[config.mk]
export PLATFORM = sky130hd
export DESIGN_NAME = sprite_plot_scheduler
export DESIGN_NICKNAME = d
export VERILOG_FILES = /design/src/rtl/sprite_plot_scheduler.sv
export SDC_FILE = /design/constraint.sdc
export NUM_CORES = 1
export LEC_CHECK = 0
export ABC_AREA = 1
export BUFFER_PORTS_ARGS = -buffer_cell sky130_fd_sc_hd__buf_4
export CAP_MARGIN = 20
export CORE_MARGIN = 10
export CORE_UTILIZATION = 45
export DETAILED_ROUTE_END_ITERATION = 10
export PLACE_DENSITY = 0.68
export SETUP_SLACK_MARGIN = 0.05
export SYNTH_ARGS = -nofsm -noshare
export SYNTH_HDL_FRONTEND = slang
export SYNTH_SLANG_ARGS = --single-unit
[constraint.sdc]
create_clock -name clock -period 5.8 [get_ports clock]
set_input_delay 0.58 -clock clock [delete_from_list [all_inputs] [get_ports clock]]
set_output_delay 0.58 -clock clock [all_outputs]
set_load 0.05 [all_outputs]
[src/rtl/sprite_plot_scheduler.sv]
// -----------------------------------------------------------------------------
// sprite_plot_scheduler
//
// Purpose:
//   Shares the single pixel-write port of the 160x120 VGA adapter between
//   NUM_SPRITES moving sprites. Requesters are granted round-robin. For the
//   granted sprite the SIZE x SIZE box at its last drawn position is erased in
//   BG_COLOUR, the box is then drawn at the new position in the sprite colour,
//   and the sprite is acked. One pixel is emitted per enabled cycle.
//
// Ports:
//   clock       in   1       system clock
//   reset_n     in   1       asynchronous, active-low reset
//   enable      in   1       1 = run, 0 = freeze all state (vga_plot forced 0)
//   req         in   N       per-sprite draw request, held until matching ack
//   req_x       in   8*N     sprite i top-left x at [8i+7:8i]
//   req_y       in   8*N     sprite i top-left y at [8i+7:8i]
//   req_colour  in   3*N     sprite i colour at [3i+2:3i]
//   ack         out  N       one-cycle pulse when sprite i is fully redrawn
//   busy        out  1       high whenever the scheduler is not idle
//   vga_x       out  8       pixel x to adapter
//   vga_y       out  8       pixel y to adapter
//   vga_colour  out  3       pixel colour to adapter
//   vga_plot    out  1       pixel write strobe
//
// Configuration:
//   PLOT_CLIP_EN  when defined, pixels with x>=160 or y>=120 are not strobed
//                 (the cycle is still spent, so latency is unchanged). When
//                 undefined every erase/draw pixel is strobed; addresses simply
//                 wrap modulo 256.
// -----------------------------------------------------------------------------
module sprite_plot_scheduler #(
  parameter int         NUM_SPRITES = 3,
  parameter int         SIZE        = 4,
  parameter logic [2:0] BG_COLOUR   = 3'b000
) (
  input  logic                       clock,
  input  logic                       reset_n,
  input  logic                       enable,
  input  logic [NUM_SPRITES-1:0]     req,
  input  logic [8*NUM_SPRITES-1:0]   req_x,
  input  logic [8*NUM_SPRITES-1:0]   req_y,
  input  logic [3*NUM_SPRITES-1:0]   req_colour,
  output logic [NUM_SPRITES-1:0]     ack,
  output logic                       busy,
  output logic [7:0]                 vga_x,
  output logic [7:0]                 vga_y,
  output logic [2:0]                 vga_colour,
  output logic                       vga_plot
);

  localparam int         PW   = $clog2(NUM_SPRITES);
  localparam logic [2:0] LAST = 3'(SIZE - 1);

  typedef enum logic [1:0] {IDLE, ERASE, DRAW, DONE} state_t;

  state_t                 state_q, state_d;
  logic [PW-1:0]          grant_q, grant_d;
  logic [PW-1:0]          rrPtr_q, rrPtr_d;
  logic [2:0]             px_q, px_d, py_q, py_d;
  logic [7:0]             curX_q, curX_d, curY_q, curY_d;
  logic [2:0]             curColour_q, curColour_d;
  logic [7:0]             prevX_q [NUM_SPRITES];
  logic [7:0]             prevX_d [NUM_SPRITES];
  logic [7:0]             prevY_q [NUM_SPRITES];
  logic [7:0]             prevY_d [NUM_SPRITES];
  logic [NUM_SPRITES-1:0] prevValid_q, prevValid_d;
  logic [7:0]             lastX_q, lastX_d, lastY_q, lastY_d;
  logic [2:0]             lastColour_q, lastColour_d;

  logic [7:0]             reqXArr [NUM_SPRITES];
  logic [7:0]             reqYArr [NUM_SPRITES];
  logic [2:0]             reqCArr [NUM_SPRITES];
  logic                   reqFound;
  logic [PW-1:0]          grantIdx;
  logic [7:0]             pixX, pixY;
  logic [2:0]             pixColour;
  logic                   onScreen;
  logic                   lastPixel;

  // Unpack the flat request buses into per-sprite arrays so the granted
  // sprite's fields can be picked with a plain array index.
  always_comb begin
    for (int i = 0; i < NUM_SPRITES; i++) begin
      reqXArr[i] = req_x[8*i +: 8];
      reqYArr[i] = req_y[8*i +: 8];
      reqCArr[i] = req_colour[3*i +: 3];
    end
  end

  // Round-robin search: scan from rrPtr upward (mod N). The scan runs from the
  // farthest offset down to offset 0 so the nearest requester wins last.
  always_comb begin
    int idx;
    idx      = 0;
    reqFound = 1'b0;
    grantIdx = '0;
    for (int k = NUM_SPRITES - 1; k >= 0; k--) begin
      idx = int'(rrPtr_q) + k;
      if (idx >= NUM_SPRITES) idx = idx - NUM_SPRITES;
      if (req[PW'(idx)]) begin
        reqFound = 1'b1;
        grantIdx = PW'(idx);
      end
    end
  end

  // Current pixel address: erase walks the previous box in background colour,
  // draw walks the latched new box. Arithmetic wraps modulo 256.
  always_comb begin
    pixX      = curX_q + {5'b00000, px_q};
    pixY      = curY_q + {5'b00000, py_q};
    pixColour = curColour_q;
    if (state_q == ERASE) begin
      pixX      = prevX_q[grant_q] + {5'b00000, px_q};
      pixY      = prevY_q[grant_q] + {5'b00000, py_q};
      pixColour = BG_COLOUR;
    end
  end

`ifdef PLOT_CLIP_EN
  assign onScreen = (pixX < 8'd160) && (pixY < 8'd120);
`else
  assign onScreen = 1'b1;
`endif

  assign lastPixel = (px_q == LAST) && (py_q == LAST);

  // Next-state and output decode. Everything holds when enable is low; in
  // IDLE/DONE the pixel outputs replay the last emitted pixel.
  always_comb begin
    state_d      = state_q;
    grant_d      = grant_q;
    rrPtr_d      = rrPtr_q;
    px_d         = px_q;
    py_d         = py_q;
    curX_d       = curX_q;
    curY_d       = curY_q;
    curColour_d  = curColour_q;
    prevX_d      = prevX_q;
    prevY_d      = prevY_q;
    prevValid_d  = prevValid_q;
    lastX_d      = lastX_q;
    lastY_d      = lastY_q;
    lastColour_d = lastColour_q;
    ack          = '0;
    busy         = (state_q != IDLE);
    vga_x        = lastX_q;
    vga_y        = lastY_q;
    vga_colour   = lastColour_q;
    vga_plot     = 1'b0;

    case (state_q)
      IDLE: begin
        if (enable && reqFound) begin
          grant_d     = grantIdx;
          curX_d      = reqXArr[grantIdx];
          curY_d      = reqYArr[grantIdx];
          curColour_d = reqCArr[grantIdx];
          px_d        = '0;
          py_d        = '0;
          state_d     = prevValid_q[grantIdx] ? ERASE : DRAW;
        end
      end

      ERASE, DRAW: begin
        vga_x      = pixX;
        vga_y      = pixY;
        vga_colour = pixColour;
        vga_plot   = enable && onScreen;
        if (enable) begin
          lastX_d      = pixX;
          lastY_d      = pixY;
          lastColour_d = pixColour;
          if (px_q == LAST) begin
            px_d = '0;
            py_d = (py_q == LAST) ? 3'd0 : py_q + 3'd1;
          end else begin
            px_d = px_q + 3'd1;
          end
          if (lastPixel) state_d = (state_q == ERASE) ? DRAW : DONE;
        end
      end

      DONE: begin
        if (enable) begin
          ack[grant_q]         = 1'b1;
          prevX_d[grant_q]     = curX_q;
          prevY_d[grant_q]     = curY_q;
          prevValid_d[grant_q] = 1'b1;
          rrPtr_d              = (grant_q == PW'(NUM_SPRITES - 1)) ? '0 : grant_q + 1'b1;
          state_d              = IDLE;
        end
      end

      default: state_d = IDLE;
    endcase
  end

  // FSM state register.
  always_ff @(posedge clock or negedge reset_n) begin
    if (!reset_n) state_q <= IDLE;
    else          state_q <= state_d;
  end

  // Datapath registers: grant, raster counters, latched request, per-sprite
  // history and the last emitted pixel.
  always_ff @(posedge clock or negedge reset_n) begin
    if (!reset_n) begin
      grant_q      <= '0;
      rrPtr_q      <= '0;
      px_q         <= '0;
      py_q         <= '0;
      curX_q       <= '0;
      curY_q       <= '0;
      curColour_q  <= '0;
      prevValid_q  <= '0;
      lastX_q      <= '0;
      lastY_q      <= '0;
      lastColour_q <= BG_COLOUR;
      for (int i = 0; i < NUM_SPRITES; i++) begin
        prevX_q[i] <= '0;
        prevY_q[i] <= '0;
      end
    end else begin
      grant_q      <= grant_d;
      rrPtr_q      <= rrPtr_d;
      px_q         <= px_d;
      py_q         <= py_d;
      curX_q       <= curX_d;
      curY_q       <= curY_d;
      curColour_q  <= curColour_d;
      prevValid_q  <= prevValid_d;
      lastX_q      <= lastX_d;
      lastY_q      <= lastY_d;
      lastColour_q <= lastColour_d;
      prevX_q      <= prevX_d;
      prevY_q      <= prevY_d;
    end
  end

endmodule

==> run_results.csv <==
group,metric,value,unit
worst_setup_path,end_kind,"primary output",
route,drt-vias-per-instance,5.180,
synthesis,synth_top_area_share,45.05,%
route,drc,0,
sta,slew_violations,0,
synthesis,synthesis.area,5610,µm²
worst_setup_path,start_kind,"flip-flop",
grt,grt_first_pass_wirelength,24400,µm
cts,cts_tree,"built",
pwr,cellPowerDensity,685.0,nW/µm²
grt,overflow,0,
worst_setup_path,slowest_stage,"nor2_2",
sta,min_period,3.924,ns
worst_setup_path,path_common_cell,"nand2_1",
cts,htree_levels,3,
cts,numClockSinks,101,
worst_setup_path,arrival,3.34,ns
synthesis,synth_seq_cells,101,
route,wire_per_inst,14.72,µm
sta,setup_violations,0,
cts,clk-insertion-delay-late,0.34,ns
route,dr.pass1.iters,5,
route,ant_nets,0,
synthesis,yosys_warnings,0,
pwr,p_leak,3.312,nW
floorplan,die_w,131.7,µm
sta,fin_crit_sh,67.66,%
grt,grt_antenna_before_repair,0,
floorplan,start_util,46.32,%
sta,fmax,0.2548,GHz
grt,grt_pass1_vias,5045,
worst_setup_path,slowest_delay,0.51,ns
hold_path,hold_class,"input port to async pin",
cts,cts_root_buffer,"clkbuf_16",
pwr,ir_worst_vdd,0.0002311,V
synthesis,syn_area_per_cell,7.644,µm²
grt,grt_start_max_net_pins,74,
worst_setup_path,cp_top_family,"simple AND/OR/NAND/NOR gates",
synthesis,synth_cells,734,
worst_setup_path,path_class,"flip-flop to primary output",
run_status,status,"finished, final reports clean",
route,routed_wl,14400,µm
floorplan,pin_count,87,
synthesis,syn_nets,814,
placed_design,io_buffers,86,
worst_setup_path,path_buf_inv,2,
final_layout,drive_above_1_share,17.04,%
worst_setup_path,reg2reg_depth,14,
synthesis,synth_area_leaders,"dfrtp_1, nand2_1, o21ai_0",
floorplan,rows,40,
synthesis,synth_top_area_cell,"dfrtp_1",
final_layout,num_antenna_cells,0,
sta,fin_tns_setup,0,ns
final_layout,area_growth,19.00,%
worst_setup_path,required,5.22,ns
placed_design,dp_hpwl,10760,µm
route,vias,5066,
cts,cts_hold_buf,0,
sta,worst_pin_slew,0.9462,ns
floorplan,core,12110,µm²
route,drt_iter0_markers,338,
floorplan,die_h,131.7,µm
synthesis,synthDistinctLibCells,44,
sta,fin_skew,0.01281,ns
synthesis,ys_seq_area_share,45.05,%
grt,grt.total_usage,16.48,%
worst_setup_path,cp.depth,16,
placed_design,gp_routability_congestion,0.8842,
floorplan,die_area,17330,µm²
flow_run,maxCapViolations,0,
cts,cts_resized,0,
pwr,power,4.573,mW
cts,post_cts_buffers,0,
cts,path_clk_slew,0.07,ns
worst_setup_path,path_cells,"nor2_2 -> nand2_1 -> nand2_1 -> a221oi_1 -> a21oi_1 -> ha_1 -> inv_1 -> fa_1 -> o21ai_0 -> nand3_1 -> nor2_1 -> nand2_1 -> nand2_1 -> nand3_1 -> o21ai_0 -> buf_4",
final_layout,fillers,1146,
sta,final-hold-violation-count,0,
sta,maxSlewHeadroom,36.85,%
cts,cts.path.max_buffers,2,
worst_setup_path,cp_max_fo,13,
sta,grt_setup_unrepaired,"false",
cts,numCtsBuffers,9,
final_layout,nNetsFinal,885,
cells by family after synthesis:
kind of cell             Yosys count  share of synthesized area, %
AO/OA/AOI/OAI                    143                         14.27
XOR/XNOR                           6                        0.9367
adder cells (fa/ha/maj)           17                         4.059
buffers and inverters            109                         8.006
flip-flops                       101                         45.05
AND/OR/NAND/NOR                  358                         27.68
registers in the layout, indices dropped and copies added, names as in the netlist, 8 cells and up:
signal,count
curX_q,8
lastX_q,8
prevX_q,24
curY_q,8
prevY_q,24
lastY_q,8
layout by cell type (no fill, tap or decap), types with 2 or more instances in the layout:
cell type / n
a21boi_0: 2
a21oi_1: 12
a221oi_1: 3
a22o_1: 2
a31oi_1: 2
buf_4: 88
bufinv_16: 2
clkbuf_16: 9
dfrtp_1: 101
fa_1: 2
ha_1: 15
inv_1: 75
inv_2: 4
inv_6: 2
nand2_1: 229
nand2_2: 3
nand3_1: 43
nand3b_1: 2
nand4_1: 6
nor2_1: 41
nor2_2: 8
o211ai_1: 14
o21ai_0: 79
o21ai_1: 19
o22ai_1: 6
or2_0: 8
or2_2: 10
xnor2_1: 2
xor2_1: 4
layer usage:
layer  vias to the layer above  GRT usage, %  part of all wire [%]
met3                        12         4.611                   7.7
li1                       2506             -                     -
met5                         -             0                     0
met1                      2373         22.55                    48
met4                         0         3.832                  0.97
met2                       175         25.20                    44
final cells by class:
cell class | instances | area [µm²] | share of cell area, %
Sequential cell | 101 | 2527 | 37.86
Clock buffer | 9 | 225.2 | 3.373
Timing Repair Buffer | 88 | 660.6 | 9.895
Inverter | 81 | 306.5 | 4.591
Clock inverter | 7 | 112.6 | 1.687
Multi-Input combinational cell | 524 | 2634 | 39.45
Tap cell | 168 | 210.2 | 3.148
cells in the mapped netlist:
cell,number
a21boi_0,2
a21boi_2,1
a21oi_1,12
a221oi_1,3
a22o_1,2
a22oi_1,1
a31oi_1,2
a32oi_1,1
and2_1,1
buf_1,2
buf_2,9
buf_4,1
buf_6,3
clkbuf_1,13
clkinv_1,1
dfrtp_1,101
fa_1,2
ha_1,15
inv_1,75
inv_2,4
inv_4,1
nand2_1,229
nand2_2,3
nand2_4,1
nand3_1,43
nand3_2,1
nand3_4,1
nand3b_1,2
nand4_1,6
nand4_2,1
nor2_1,41
nor2_2,8
nor2_4,1
nor3_1,1
nor3_4,1
o211ai_1,14
o21ai_0,79
o21ai_1,19
o21ai_2,1
o22ai_1,6
or2_0,8
or2_2,10
xnor2_1,2
xor2_1,4
report_power, final:
| group | internal [mW] | switching, mW |
|---|---|---|
| clock | 0.388 | 0.287 |
| sequential | 0.998 | 0.185 |
| combinational | 0.811 | 1.90 |
through the flow:
stage / instance area, µm² / std cells / setup WS [ns] / hold slack (ns) / utilization (%)
detailed placement: 6339 / 962 / 2.231 / 0.4585 / 52.33
CTS: 6676 / 978 / 1.853 / 0.1521 / 55.12
global placement: 6339 / 962 / 2.326 / 0.4534 / 52.33
finish: 6676 / 978 / 1.876 / 0.1421 / 55.12
floorplan: 5610 / 734 / 1.813 / 0.2844 / -
global route: 6676 / 978 / 1.503 / 0.1616 / 55.12
worst paths after layout:
path	slack, ns	to	start
setup reg to reg	2.93	lastY_q[6]	grant_q[0]
hold reg to reg	0.47	prevValid_q[0]	prevValid_q[0]
max in group asynchronous	4.40	prevY_q[7]	reset_n
setup / recovery	1.88	vga_y[6]	grant_q[0]
hold / removal	0.14	lastColour_q[2]	reset_n
min in group clock	0.44	curX_q[4]	req_x[20]
worst register-to-register path: stages (launching register included):
cell and delay [ns]:
dfrtp_1 0.44, nor2_2 0.51, nand2_1 0.12, nand2_1 0.08
a221oi_1 0.04, a21oi_1 0.15, ha_1 0.18, inv_1 0.05
fa_1 0.40, o21ai_0 0.18, nand3_1 0.14, nor2_1 0.15
nand3b_1 0.12, nand3_1 0.10, o21ai_1 0.07
(Power assumes the default switching activity.)
